[src/rtl/timer_seq_ctrl_if.sv]
// Bundle of the sequencer's configuration, control and timer-side signals.
interface timer_seq_ctrl_if #(
  parameter int unsigned DEPTH = 8,
  parameter int unsigned PW    = 32,
  parameter int unsigned OW    = 12
);
  localparam int unsigned AW = $clog2(DEPTH);

  logic          cfg_we;
  logic [AW-1:0] cfg_addr;
  logic [PW-1:0] cfg_period;
  logic [OW-1:0] cfg_pattern;
  logic          cfg_last;
  logic          start;
  logic          stop;
  logic          loop;
  logic          tmr_load;
  logic [PW-1:0] tmr_period;
  logic          tmr_en;
  logic          tmr_expire;
  logic [OW-1:0] pat_out;
  logic [AW-1:0] step_idx;
  logic          busy;
  logic          done;
  logic          err;

  // Sequencer side.
  modport slave (
    input  cfg_we, cfg_addr, cfg_period, cfg_pattern, cfg_last,
    input  start, stop, loop, tmr_expire,
    output tmr_load, tmr_period, tmr_en, pat_out, step_idx, busy, done, err
  );

  // Firmware/timer side.
  modport master (
    output cfg_we, cfg_addr, cfg_period, cfg_pattern, cfg_last,
    output start, stop, loop, tmr_expire,
    input  tmr_load, tmr_period, tmr_en, pat_out, step_idx, busy, done, err
  );
endinterface

[src/rtl/timer_seq_ctrl.sv]
// Steps the user timer through a table of (period, pattern) entries and drives the IO pattern.
module timer_seq_ctrl #(
  parameter int unsigned DEPTH = 8,
  parameter int unsigned PW    = 32,
  parameter int unsigned OW    = 12
) (
  input logic             wb_clk_i,
  input logic             wb_rst_n_i,
  timer_seq_ctrl_if.slave bus
);
  localparam int unsigned AW = $clog2(DEPTH);
  localparam logic [AW-1:0] LastIdx = AW'(DEPTH - 1);

  typedef enum logic [1:0] {StIdle, StLoad, StRun, StDone} state_e;

  state_e        state_q;
  logic [AW-1:0] idx_q;
  logic          loop_q;
  logic          tmr_load_q;
  logic [PW-1:0] tmr_period_q;
  logic          tmr_en_q;
  logic [OW-1:0] pat_q;
  logic          busy_q;
  logic          done_q;
  logic          err_q;

  logic [PW-1:0]    period_q  [DEPTH];
  logic [OW-1:0]    pattern_q [DEPTH];
  logic [DEPTH-1:0] last_q;

  logic [AW-1:0] idx_inc;
  logic          wrap;
  logic [PW-1:0] start_period;

  // Next-entry decode and same-edge write bypass for entry 0 at start.
  always_comb begin
    idx_inc      = idx_q + AW'(1);
    wrap         = last_q[idx_q] || (idx_q == LastIdx);
    start_period = (bus.cfg_we && (bus.cfg_addr == '0)) ? bus.cfg_period : period_q[0];
  end

  // Table storage; writes only land while idle.
  always_ff @(posedge wb_clk_i or negedge wb_rst_n_i) begin
    if (!wb_rst_n_i) begin
      for (int unsigned i = 0; i < DEPTH; i++) begin
        period_q[i]  <= '0;
        pattern_q[i] <= '0;
      end
      last_q <= '0;
    end else if (bus.cfg_we && (state_q == StIdle)) begin
      period_q[bus.cfg_addr]  <= bus.cfg_period;
      pattern_q[bus.cfg_addr] <= bus.cfg_pattern;
      last_q[bus.cfg_addr]    <= bus.cfg_last;
    end
  end

  // Sequencer FSM with registered outputs.
  always_ff @(posedge wb_clk_i or negedge wb_rst_n_i) begin
    if (!wb_rst_n_i) begin
      state_q      <= StIdle;
      idx_q        <= '0;
      loop_q       <= 1'b0;
      tmr_load_q   <= 1'b0;
      tmr_period_q <= '0;
      tmr_en_q     <= 1'b0;
      pat_q        <= '0;
      busy_q       <= 1'b0;
      done_q       <= 1'b0;
      err_q        <= 1'b0;
    end else begin
      tmr_load_q <= 1'b0;
      done_q     <= 1'b0;
      err_q      <= 1'b0;
      if (bus.stop) begin
        // Abort wins over everything else, silently.
        state_q  <= StIdle;
        idx_q    <= '0;
        tmr_en_q <= 1'b0;
        pat_q    <= '0;
        busy_q   <= 1'b0;
      end else begin
        if (bus.cfg_we && (state_q != StIdle)) begin
          err_q <= 1'b1;
        end
        unique case (state_q)
          StIdle: begin
            if (bus.start) begin
              state_q      <= StLoad;
              idx_q        <= '0;
              loop_q       <= bus.loop;
              tmr_load_q   <= 1'b1;
              tmr_period_q <= start_period;
              pat_q        <= '0;
              busy_q       <= 1'b1;
            end
          end
          StLoad: begin
            if (tmr_period_q == '0) begin
              // A zero period would never expire: abandon the sequence.
              state_q <= StIdle;
              err_q   <= 1'b1;
              pat_q   <= '0;
              busy_q  <= 1'b0;
            end else begin
              state_q  <= StRun;
              tmr_en_q <= 1'b1;
              pat_q    <= pattern_q[idx_q];
            end
          end
          StRun: begin
            if (bus.tmr_expire) begin
              tmr_en_q <= 1'b0;
              if (!wrap) begin
                state_q      <= StLoad;
                idx_q        <= idx_inc;
                tmr_load_q   <= 1'b1;
                tmr_period_q <= period_q[idx_inc];
              end else if (loop_q) begin
                state_q      <= StLoad;
                idx_q        <= '0;
                tmr_load_q   <= 1'b1;
                tmr_period_q <= period_q[0];
              end else begin
                state_q <= StDone;
                done_q  <= 1'b1;
              end
            end
          end
          StDone: begin
            state_q <= StIdle;
            busy_q  <= 1'b0;
          end
          default: state_q <= StIdle;
        endcase
      end
    end
  end

  assign bus.tmr_load   = tmr_load_q;
  assign bus.tmr_period = tmr_period_q;
  assign bus.tmr_en     = tmr_en_q;
  assign bus.pat_out    = pat_q;
  assign bus.step_idx   = idx_q;
  assign bus.busy       = busy_q;
  assign bus.done       = done_q;
  assign bus.err        = err_q;
endmodule

[src/flat_wrapper.sv]
// flat-port wrapper written by rule: the top's interface ports become plain ports
module timer_seq_ctrl_flat 
#(
  parameter int unsigned DEPTH = 8,
  parameter int unsigned PW    = 32,
  parameter int unsigned OW    = 12
)
  (wb_clk_i, wb_rst_n_i, bus_cfg_we, bus_cfg_addr, bus_cfg_period, bus_cfg_pattern, bus_cfg_last, bus_start, bus_stop, bus_loop, bus_tmr_expire, bus_tmr_load, bus_tmr_period, bus_tmr_en, bus_pat_out, bus_step_idx, bus_busy, bus_done, bus_err);
  timer_seq_ctrl_if #(.DEPTH(DEPTH), .PW(PW), .OW(OW)) bus_i ();
  input logic wb_clk_i;
  input logic wb_rst_n_i;
  input wire logic [$bits(bus_i.cfg_we)-1:0] bus_cfg_we;
  input wire logic [$bits(bus_i.cfg_addr)-1:0] bus_cfg_addr;
  input wire logic [$bits(bus_i.cfg_period)-1:0] bus_cfg_period;
  input wire logic [$bits(bus_i.cfg_pattern)-1:0] bus_cfg_pattern;
  input wire logic [$bits(bus_i.cfg_last)-1:0] bus_cfg_last;
  input wire logic [$bits(bus_i.start)-1:0] bus_start;
  input wire logic [$bits(bus_i.stop)-1:0] bus_stop;
  input wire logic [$bits(bus_i.loop)-1:0] bus_loop;
  input wire logic [$bits(bus_i.tmr_expire)-1:0] bus_tmr_expire;
  output wire logic [$bits(bus_i.tmr_load)-1:0] bus_tmr_load;
  output wire logic [$bits(bus_i.tmr_period)-1:0] bus_tmr_period;
  output wire logic [$bits(bus_i.tmr_en)-1:0] bus_tmr_en;
  output wire logic [$bits(bus_i.pat_out)-1:0] bus_pat_out;
  output wire logic [$bits(bus_i.step_idx)-1:0] bus_step_idx;
  output wire logic [$bits(bus_i.busy)-1:0] bus_busy;
  output wire logic [$bits(bus_i.done)-1:0] bus_done;
  output wire logic [$bits(bus_i.err)-1:0] bus_err;
  assign bus_i.cfg_we = bus_cfg_we;
  assign bus_i.cfg_addr = bus_cfg_addr;
  assign bus_i.cfg_period = bus_cfg_period;
  assign bus_i.cfg_pattern = bus_cfg_pattern;
  assign bus_i.cfg_last = bus_cfg_last;
  assign bus_i.start = bus_start;
  assign bus_i.stop = bus_stop;
  assign bus_i.loop = bus_loop;
  assign bus_i.tmr_expire = bus_tmr_expire;
  assign bus_tmr_load = bus_i.tmr_load;
  assign bus_tmr_period = bus_i.tmr_period;
  assign bus_tmr_en = bus_i.tmr_en;
  assign bus_pat_out = bus_i.pat_out;
  assign bus_step_idx = bus_i.step_idx;
  assign bus_busy = bus_i.busy;
  assign bus_done = bus_i.done;
  assign bus_err = bus_i.err;
  timer_seq_ctrl #(.DEPTH(DEPTH), .PW(PW), .OW(OW)) u_core (.wb_clk_i(wb_clk_i), .wb_rst_n_i(wb_rst_n_i), .bus(bus_i));
endmodule
[config.mk]
export PLATFORM = sky130hd
export DESIGN_NAME = timer_seq_ctrl_flat
export DESIGN_NICKNAME = d
export VERILOG_FILES = /design/src/rtl/timer_seq_ctrl_if.sv /design/src/rtl/timer_seq_ctrl.sv /design/src/flat_wrapper.sv
export SDC_FILE = /design/constraint.sdc
export NUM_CORES = 1
export LEC_CHECK = 0
export ABC_AREA = 1
export CORE_MARGIN = 3
export CORE_UTILIZATION = 33
export CTS_CLUSTER_DIAMETER = 200
export CTS_CLUSTER_SIZE = 8
export DETAILED_ROUTE_END_ITERATION = 6
export GPL_TIMING_DRIVEN = 0
export HOLD_SLACK_MARGIN = 0.15
export PLACE_DENSITY_LB_ADDON = 0.08
export SETUP_SLACK_MARGIN = 0.4
export SYNTH_ARGS = -nofsm -noshare
export SYNTH_HDL_FRONTEND = slang
export SYNTH_SLANG_ARGS = --single-unit
[constraint.sdc]
create_clock -name wb_clk_i -period 2.3 [get_ports wb_clk_i]
set_input_delay 0.345 -clock wb_clk_i [delete_from_list [all_inputs] [get_ports wb_clk_i]]
set_output_delay 0.345 -clock wb_clk_i [all_outputs]
set_load 0.05 [all_outputs]
==> run metrics <==
Inst Count DP=3328; RSZ-0062 raised after global routing=true; layout cells sized above 1=0.158; Slew Limit Headroom=0.477; failing checks=negative hold slack; crit end category=flop; M1 WL=33800 um; drt initial violations=1410; DR top layer=met4; Netlist cell types=28; post-synth net total=2511; Peak Freq=478 MHz; Worst Path Arrival=2.59 ns; core area=57800 um2; Fin Hold WS=-0.256 ns; Worst path depth=15; Post-DRT Antenna Nets=0; met2 wire length=34000 um; maximum buffer depth of the clock tree=3; xor/xnor share of the synthesized area=0; Die Width=248 um; average cell area after synthesis=7.88 um2; H-tree Lvls=2; Synth top cells by count=nand2_1 (888), o21ai_0 (429), dfrtp_1 (415), nand3_1 (246), inv_1 (127); nets=2722; Cells after Synth=2454; peak supply drop=590 uV; worst slew pin tran=0.785 ns; Post-Synth Simple-Gate Area=0.258; clock buffer count from CTS=57; Compound-Gate Fraction of Synth Area=0.138; Pwr Density=1070 nW/um2; final instance area=24800 um2; Filler cells=5841; dpl cell area=21500 um2; first-pass GRT wire length=111000 um; placer congestion estimate=0.838; top cell type's share of synthesized area=0.537; RR Endpoint=u_core.bus.tmr_period[26]; area leader, netlist=dfrtp_1; most area-consuming cells after synthesis=dfrtp_1 (54%), nand2_1 (17%), o21ai_0 (11%); CP peak stage delay=0.44 ns; delay-heaviest family, CP=simple AND/OR/NAND/NOR gates; CTS tree=done; slowest CP cell=dfrtp_2; die area=61500 um2; Critical Path RT=2.80 ns; Die H=248 um; CTS sink count=415; Post-Synth Adder-Cell Area=0.00129; synth warn=0; clock latency on the worst-skew pair=0.61 ns; Site Rows=88; leakage power=0.0118 uW; Cell Count, Final, Fillers Out=3433; async set-reset flop share out of synthesis=1.00; Main synth FF type=dfrtp_1; Reg2Reg Depth=15; Clock transition at path regs=0.05 ns; initial antenna violation count=0; drt first pass iters=6; top-level port count=107; Max Slew Vio Count=0; GRT overflow=0; number of I/O port buffers=106; critical path class=reg -> reg; worst-path cell chain=ha_4 -> ha_4 -> buf_6 -> buf_12 -> buf_4 -> buf_12 -> nand3_2 -> nand3_2 -> nand2_1 -> inv_1 -> nand2_1 -> nand3_1 -> nand2_1 -> nand2_1 -> nand2_1; worst hold path class=in -> async; area of the mapped netlist=19300 um2; final wirelength=73500 um; wire length per cell=21.4 um; largest family of logic cells by synthesized area=simple AND/OR/NAND/NOR gates; Layout Skew=0.0256 ns; largest net degree at the start of global routing=118; Startpoint Class=flop; CTS root buffer=clkbuf_16; mux cell area share after synthesis=0; top-count cell post-synth=nand2_1; ANT cells=0; R2R setup slack=0.21 ns; most frequent cell on the critical path=nand2_1; gr usage total=0.241; number of global-route vias before repair=17900; routed vias/inst=5.19; r2r startpoint=u_core.bus.step_idx[0]; Buf/Inv on CP=5; CP max FO=5; sequential share of the synthesized area=0.537; DR vias=17800; crit share post-route=0.910; number of flops mapped to enable cells by yosys=0; Fin. Hold Viols=86; number of max-cap violations=0; final setup fails=0; pre-CTS setup slack=-0.785 ns; Tmin final=2.09 ns; final worst slack=0.207 ns; dpl hpwl=49200 um; initial core utilization=0.334; Area growth syn-to-layout=28.3%; Met3 Wirelength=4080 um; Yosys reg bits=415; # DRC=0; status=complete, but fails checks
-- sequential cells by signal, indices dropped and copies added (netlist names) --
name	cells
u_core.bus.pat_out	12
u_core.state_q	2
u_core.bus.err	1
u_core.bus.tmr_en	1
u_core.bus.done	1
u_core.loop_q	1
u_core.bus.step_idx	3
u_core.bus.busy	1
u_core.last_q	8
u_core.bus.tmr_load	1
u_core.pattern_q	96
u_core.period_q	256
u_core.bus.tmr_period	32
-- per-stage QoR --
step / util / power (uW) / TNS [ns]
detailed placement: 0.372 / 18400 / -80.00
finish: 0.429 / 26500 / 0
floorplan: - / 15800 / 0
CTS: 0.421 / 26400 / 0
global route: 0.429 / 28200 / 0
global placement: 0.370 / 18300 / -7791.64
-- power by group --
part / internal (uW) / switching [uW] / total, uW
logic: 2790 / 5040 / 7830
registers: 9650 / 1410 / 11100
clock network: 4450 / 3130 / 7590
-- cell usage in the layout (no fill, tap or decap), drive strengths merged --
cell type	count
clkbuf	157
dlygate4sd2	21
inv	133
o221ai	24
dfrtp	415
a21oi	35
clkdlybuf4s15	22
o21ai	453
ha	2
nand4	2
nand3b	2
o31ai	1
nor4	3
clkinvlp	1
nand2	894
nor3	2
buf	125
nor2	76
clkdlybuf4s50	53
nand3	247
-- cells by family (layout without fill, tap and decap cells) --
kind of cell | Yosys count | in the layout
AO/OA/AOI/OAI | 513 | 513
flip-flops | 415 | 415
AND/OR/NAND/NOR | 1226 | 1226
adder cells (fa/ha/maj) | 2 | 2
buffers and inverters | 298 | 512
-- final cells by class --
cell class,count,area (um2),share of cell area
Clock inverter,1,8.76,0.000353
Multi-Input combinational cell,1741,8550,0.345
Timing Repair Buffer,152,1690,0.0680
Tap cell,765,957,0.0386
Sequential cell,415,10400,0.419
Buffer,165,1200,0.0483
Inverter,133,520,0.0210
Clock buffer,61,1480,0.0598
-- worst max-delay path by stage --
stage / startpoint / endpoint / slack [ns]
after CTS: u_core.bus.tmr_period[17] / u_core.bus.busy / 0.18
after detailed placement: u_core.bus.tmr_period[13] / u_core.bus.busy / -0.78
after global placement: wb_rst_n_i / u_core.bus.step_idx[2] / -20.33
final: u_core.bus.step_idx[0] / u_core.bus.tmr_period[26] / 0.21
after floorplan: u_core.bus.step_idx[0] / u_core.bus.tmr_period[1] / 0.39
after global routing: u_core.bus.step_idx[0] / u_core.bus.tmr_period[11] / 0.12
-- layer usage --
metal,global-route usage,up-vias
met3,0.0424,114
met1,0.339,8832
met5,0,-
li1,-,8398
met4,0.0621,0
met2,0.385,489
-- what timing repair did --
item | CTS | global route
setup endpoints to repair | 447 | 308
gates cloned | 7 | 0
pin swaps | 104 | 66
gates resized for setup | 327 | 181
setup buffers | 31 | 5
endpoints found under the hold margin | 86 | 86
Note: power is estimated with default switching activity, not from simulation.
